<file path="src/rtl/key_load_if.sv">
// Key-load handshake bundle: control/serial-key inputs, applied key and gated core outputs.
// master drives requests and core_in; slave is the key_load_ctrl side.
interface key_load_if #(
  parameter int KEY_W = 32
);
  logic             start;
  logic             abort;
  logic             key_sdi;
  logic             key_sv;
  logic [6:0]       core_in;
  logic [KEY_W-1:0] keyinput;
  logic [6:0]       core_out;
  logic             key_ready;
  logic             busy;
  logic             err;

  modport master (
    output start, abort, key_sdi, key_sv, core_in,
    input  keyinput, core_out, key_ready, busy, err
  );

  modport slave (
    input  start, abort, key_sdi, key_sv, core_in,
    output keyinput, core_out, key_ready, busy, err
  );
endinterface

</file>
<file path="src/rtl/key_load_ctrl.sv">
// Serial key loader for a logic-locked core: shifts KEY_W bits MSB first, commits, waits SETTLE_CYC+1 cycles.
// Optional KEY_PARITY_EN adds a trailing even-parity bit checked in CHECK; key_sv=0 simply stalls the shift.
module key_load_ctrl #(
  parameter int KEY_W      = 32,
  parameter int SETTLE_CYC = 4
) (
  input logic       clk,
  input logic       rst_n,
  key_load_if.slave bus
);
  localparam int CNT_W = $clog2(KEY_W + 1);

  typedef enum logic [2:0] {
    IDLE   = 3'd0,
    SHIFT  = 3'd1,
`ifdef KEY_PARITY_EN
    CHECK  = 3'd2,
`endif
    SETTLE = 3'd3,
    READY  = 3'd4
  } state_t;

  state_t           state_q, state_d;
  logic [KEY_W-1:0] shadow_q, shadow_d;
  logic [KEY_W-1:0] key_q, key_d;
  logic [CNT_W-1:0] bit_cnt_q, bit_cnt_d;
  logic [7:0]       settle_q, settle_d;
  logic             last_bit;

  assign last_bit = bus.key_sv && (bit_cnt_q == CNT_W'(KEY_W - 1));

`ifdef KEY_PARITY_EN
  logic err_q, err_d;
  logic parity_ok;
  // Even parity: key bits plus the parity bit must XOR to zero.
  assign parity_ok = ((^shadow_q) ^ bus.key_sdi) == 1'b0;
`else
  logic shadow_msb_unused;
  assign shadow_msb_unused = shadow_q[KEY_W-1];
`endif

  always_comb begin
    state_d   = state_q;
    shadow_d  = shadow_q;
    key_d     = key_q;
    bit_cnt_d = bit_cnt_q;
    settle_d  = settle_q;
`ifdef KEY_PARITY_EN
    err_d     = err_q;
`endif
    if (bus.abort) begin
      state_d   = IDLE;
      key_d     = '0;
      bit_cnt_d = '0;
      settle_d  = '0;
    end else begin
      case (state_q)
        IDLE, READY: begin
          if (bus.start) begin
            state_d   = SHIFT;
            shadow_d  = '0;
            bit_cnt_d = '0;
`ifdef KEY_PARITY_EN
            err_d     = 1'b0;
`endif
          end
        end
        SHIFT: begin
          if (bus.key_sv) begin
            shadow_d  = {shadow_q[KEY_W-2:0], bus.key_sdi};
            bit_cnt_d = bit_cnt_q + CNT_W'(1);
            if (last_bit) begin
`ifdef KEY_PARITY_EN
              state_d  = CHECK;
`else
              state_d  = SETTLE;
              key_d    = {shadow_q[KEY_W-2:0], bus.key_sdi};
              settle_d = 8'(SETTLE_CYC);
`endif
            end
          end
        end
`ifdef KEY_PARITY_EN
        CHECK: begin
          if (bus.key_sv) begin
            if (parity_ok) begin
              state_d  = SETTLE;
              key_d    = shadow_q;
              settle_d = 8'(SETTLE_CYC);
            end else begin
              state_d  = IDLE;
              key_d    = '0;
              err_d    = 1'b1;
            end
          end
        end
`endif
        SETTLE: begin
          if (settle_q == 8'd0) begin
            state_d = READY;
          end else begin
            settle_d = settle_q - 8'd1;
          end
        end
        default: state_d = IDLE;
      endcase
    end
  end

  always_ff @(posedge clk or negedge rst_n) begin
    if (!rst_n) begin
      state_q   <= IDLE;
      shadow_q  <= '0;
      key_q     <= '0;
      bit_cnt_q <= '0;
      settle_q  <= '0;
    end else begin
      state_q   <= state_d;
      shadow_q  <= shadow_d;
      key_q     <= key_d;
      bit_cnt_q <= bit_cnt_d;
      settle_q  <= settle_d;
    end
  end

`ifdef KEY_PARITY_EN
  always_ff @(posedge clk or negedge rst_n) begin
    if (!rst_n) begin
      err_q <= 1'b0;
    end else begin
      err_q <= err_d;
    end
  end
  assign bus.err = err_q;
`else
  assign bus.err = 1'b0;
`endif

  assign bus.keyinput  = key_q;
  assign bus.key_ready = (state_q == READY);
`ifdef KEY_PARITY_EN
  assign bus.busy      = (state_q == SHIFT) || (state_q == CHECK) || (state_q == SETTLE);
`else
  assign bus.busy      = (state_q == SHIFT) || (state_q == SETTLE);
`endif
  assign bus.core_out  = bus.key_ready ? bus.core_in : 7'h00;
endmodule
</file>
<file path="src/flat_wrapper.sv">
// flat-port wrapper written by rule: the top's interface ports become plain ports
module key_load_ctrl_flat 
#(
  parameter int KEY_W      = 32,
  parameter int SETTLE_CYC = 4
)
  (clk, rst_n, bus_start, bus_abort, bus_key_sdi, bus_key_sv, bus_core_in, bus_keyinput, bus_core_out, bus_key_ready, bus_busy, bus_err);
  key_load_if #(.KEY_W(KEY_W)) bus_i ();
  input logic clk;
  input logic rst_n;
  input wire logic [$bits(bus_i.start)-1:0] bus_start;
  input wire logic [$bits(bus_i.abort)-1:0] bus_abort;
  input wire logic [$bits(bus_i.key_sdi)-1:0] bus_key_sdi;
  input wire logic [$bits(bus_i.key_sv)-1:0] bus_key_sv;
  input wire logic [$bits(bus_i.core_in)-1:0] bus_core_in;
  output wire logic [$bits(bus_i.keyinput)-1:0] bus_keyinput;
  output wire logic [$bits(bus_i.core_out)-1:0] bus_core_out;
  output wire logic [$bits(bus_i.key_ready)-1:0] bus_key_ready;
  output wire logic [$bits(bus_i.busy)-1:0] bus_busy;
  output wire logic [$bits(bus_i.err)-1:0] bus_err;
  assign bus_i.start = bus_start;
  assign bus_i.abort = bus_abort;
  assign bus_i.key_sdi = bus_key_sdi;
  assign bus_i.key_sv = bus_key_sv;
  assign bus_i.core_in = bus_core_in;
  assign bus_keyinput = bus_i.keyinput;
  assign bus_core_out = bus_i.core_out;
  assign bus_key_ready = bus_i.key_ready;
  assign bus_busy = bus_i.busy;
  assign bus_err = bus_i.err;
  key_load_ctrl #(.KEY_W(KEY_W), .SETTLE_CYC(SETTLE_CYC)) u_core (.clk(clk), .rst_n(rst_n), .bus(bus_i));
endmodule
</file>
<file path="config.mk">
export PLATFORM = sky130hd
export DESIGN_NAME = key_load_ctrl_flat
export DESIGN_NICKNAME = d
export VERILOG_FILES = /design/src/rtl/key_load_if.sv /design/src/rtl/key_load_ctrl.sv /design/src/flat_wrapper.sv
export SDC_FILE = /design/constraint.sdc
export NUM_CORES = 1
export LEC_CHECK = 0
export ABC_CLOCK_PERIOD_IN_PS = 2380
export CORE_ASPECT_RATIO = 0.7
export CORE_MARGIN = 2
export CORE_UTILIZATION = 50
export CTS_CLUSTER_SIZE = 25
export DETAILED_ROUTE_END_ITERATION = 10
export GPL_ROUTABILITY_DRIVEN = 0
export HOLD_SLACK_MARGIN = 0.05
export PLACE_DENSITY = 0.75
export SYNTH_ARGS = -nofsm -noshare
export SYNTH_HDL_FRONTEND = slang
export SYNTH_SLANG_ARGS = --single-unit
</file>
<file path="constraint.sdc">
create_clock -name clk -period 2.38 [get_ports clk]
set_clock_uncertainty 0.1 [all_clocks]
set_input_delay 0.714 -clock clk [delete_from_list [all_inputs] [get_ports clk]]
set_output_delay 0.714 -clock clk [all_outputs]
set_load 0.005 [all_outputs]
</file>
==> impl_metrics.tcl <==
set metrics [dict create \
    overflow 0 \
    grt_start_max_net_pins 63 \
    critPathMaxFanout 1 \
    synth_area_leaders "dfrtp_1 58%, nand2_1 7.8%, a22o_1 7.6%" \
    first_pass_iters 4 \
    period_share_pct 97.6 \
    fin_util_pct 67.7 \
    ys_types 45 \
    setup_viol 0 \
    coreArea_mm2 0.00673 \
    relSlewSlack_pct 61.0 \
    final-seq-area_mm2 0.00200 \
    cts_buffers 9 \
    pin_count 55 \
    worst_hold_path_type "primary input to async pin" \
    synth_area_mm2 0.00347 \
    synth.top_cell.area_share_pct 57.7 \
    drtIter0Drc 159 \
    fmax_ghz 0.431 \
    numPortBuffers 53 \
    die_area_mm2 0.00763 \
    syn_inst 331 \
    yosysSeqAreaShare_pct 57.7 \
    synth_nets 346 \
    stdcell_area_mm2 0.00455 \
    vdd_ir_drop_max_uv 393 \
    area_growth_pct 31.3 \
    worst_pin_slew_ps 581 \
    worst_ep_required_time_ps 1570 \
    drtAntennaViolNets 0 \
    cts_tree "done" \
    drive_gt1_share_pct 17.5 \
    crit_path_start_kind "primary input" \
    total_power_w 0.00268 \
    tns_ps 0 \
    core.rowCount 25 \
    cts_sinks 80 \
    dpl_cell_area_mm2 0.00431 \
    antenna_found_initial 0 \
    path_clk_slew_ps 80 \
    outcome "completed" \
    slew_viol_final 0 \
    hold_violations 0 \
    synth_area_per_cell_um2 10.5 \
    dp_hpwl_mm 5.21 \
    fin_crit_ps 2320 \
    cap_viol_max_count 0 \
    clk_latency_ps 350 \
    track_usage_pct 21.2 \
    htree_num_levels 3 \
    via_count 2765 \
    die-height_um 73.7 \
    finalNetCount 426 \
    ctsHoldBuffers 0 \
    grt_pass1_wl_mm 12.7 \
    avgViaCountPerCell 5.42 \
    grt_setup_unrepaired "false" \
    yosys_warnings 0 \
    synth_top_cell_by_area "dfrtp_1" \
    async_reset_ff_share_pct 100 \
    cts_buffer_depth 2 \
    drc 0 \
    grt_pass1_vias 2640 \
    leakagePower_nw 2.10 \
    p_per_area_mw_per_mm2 588 \
    cts_root_buf "clkbuf_8" \
    num_antenna_cells 0 \
    worst_slack_ps 58.0 \
    cp.arrival_ps 1510 \
    ys_seq_elements 80 \
    initial_core_util_pct 51.6 \
    dp_slack_ps -245 \
    synthFlopType "dfrtp_1" \
    multi_input_area_mm2 0.00136 \
    dieWidth_um 104 \
    drt_wl_total_mm 7.49 \
    wl_per_cell_um 14.7 \
    synth_edf_count 0 \
    crit_path_end_kind "primary output" \
    critPathKind "primary input to primary output" \
    fillerInstances 511 \
]
state kept, by name (all words and copies together) (netlist names):
name and cells:
u_core.state_q 3, u_core.bit_cnt_q 6, u_core.shadow_q 31, u_core.bus.keyinput 32, u_core.settle_q 8
report_power, final:
part | leakage, nW | internal [W] | switching, W
Clock | 0.113 | 0.000623 | 0.000506
Combinational | 0.868 | 0.0000697 | 0.000110
Sequential | 1.12 | 0.00136 | 0.00000550
Total | 2.10 | 0.00206 | 0.000621
layout make-up:
cell class	count	area share, %
multi-input cells	225	29.8
well taps	94	2.58
inverters	6	0.495
clock buffers	10	3.02
repair buffers	89	18.1
clock inverters	6	1.98
flip-flops and latches	80	44.0
worst max-delay path, cell delays in order:
cell and delay [ps]:
clkdlybuf4s50_1 450, and2_1 110, dlygate4sd2_1 230
logic make-up after synthesis:
logic type / Yosys count / share of synthesized area (%)
buf+inv: 26 / 3.79
simple gates: 122 / 17.5
xor+xnor: 1 / 0.253
compound gates: 96 / 19.0
flops: 80 / 57.7
mux: 3 / 0.902
other cells: 1 / 0.108
fa+ha+maj: 2 / 0.722
per-stage QoR:
| step | hold WS [ps] | instances |
|---|---|---|
| 4_1_cts | 247 | 509 |
| 3_3_place_gp | 378 | 491 |
| 2_1_floorplan | 318 | 331 |
| 6_report | 240 | 510 |
| 5_1_grt | 279 | 510 |
| 3_5_place_dp | 381 | 491 |
what timing repair did:
item,in CTS,in global routing
pin swaps,1,1
setup buffers,2,1
endpoints found under the setup margin,9,4
gates resized for setup,18,4
worst paths after layout:
kind,to,slack [ps],start,cells after the start
max,bus_core_out[6],60,bus_core_in[6],3
min in group clk,u_core.shadow_q[30],400,u_core.shadow_q[30],2
min,u_core.bus.keyinput[17],240,rst_n,1
min reg2reg,u_core.shadow_q[30],400,u_core.shadow_q[30],2
max in group asynchronous,u_core.bus.keyinput[9],1380,rst_n,2
max reg2reg,u_core.settle_q[1],430,u_core.bit_cnt_q[0],7
per-layer routing:
metal / vias to the layer above / share of wire (%) / global-route usage [%]
li1: 1324 / - / -
met5: - / 0 / 0
met2: 99 / 45 / 34.2
met3: 8 / 6.2 / 6.48
met4: 0 / 0.84 / 4.80
met1: 1334 / 48 / 29.0
cells in the mapped netlist (3+ instances only):
cell type and number:
a21o_1 6, a31oi_1 3, a21oi_1 8, dfrtp_1 80
and2_1 7, o21ai_0 3, nand3_1 10, buf_2 6
nor3_1 5, buf_6 3, o21ai_1 37, a22o_1 30
nand2_1 72, clkbuf_1 10, inv_1 4, nor2_1 9
placed cells by master (no fill, tap or decap), types with 3 or more instances in the layout:
master	instances
a31oi_1	3
a21oi_1	8
a21o_1	6
clkdlybuf4s50_1	43
buf_12	4
o21ai_0	3
inv_1	4
dfrtp_1	80
and2_1	7
nand3_1	10
dlygate4sd2_1	5
clkbuf_8	10
clkbuf_2	3
nand2_1	72
buf_4	32
nor3_1	5
a22o_1	30
nor2_1	6
o21ai_1	37
No activity file was read; power rests on OpenSTA's default activity.
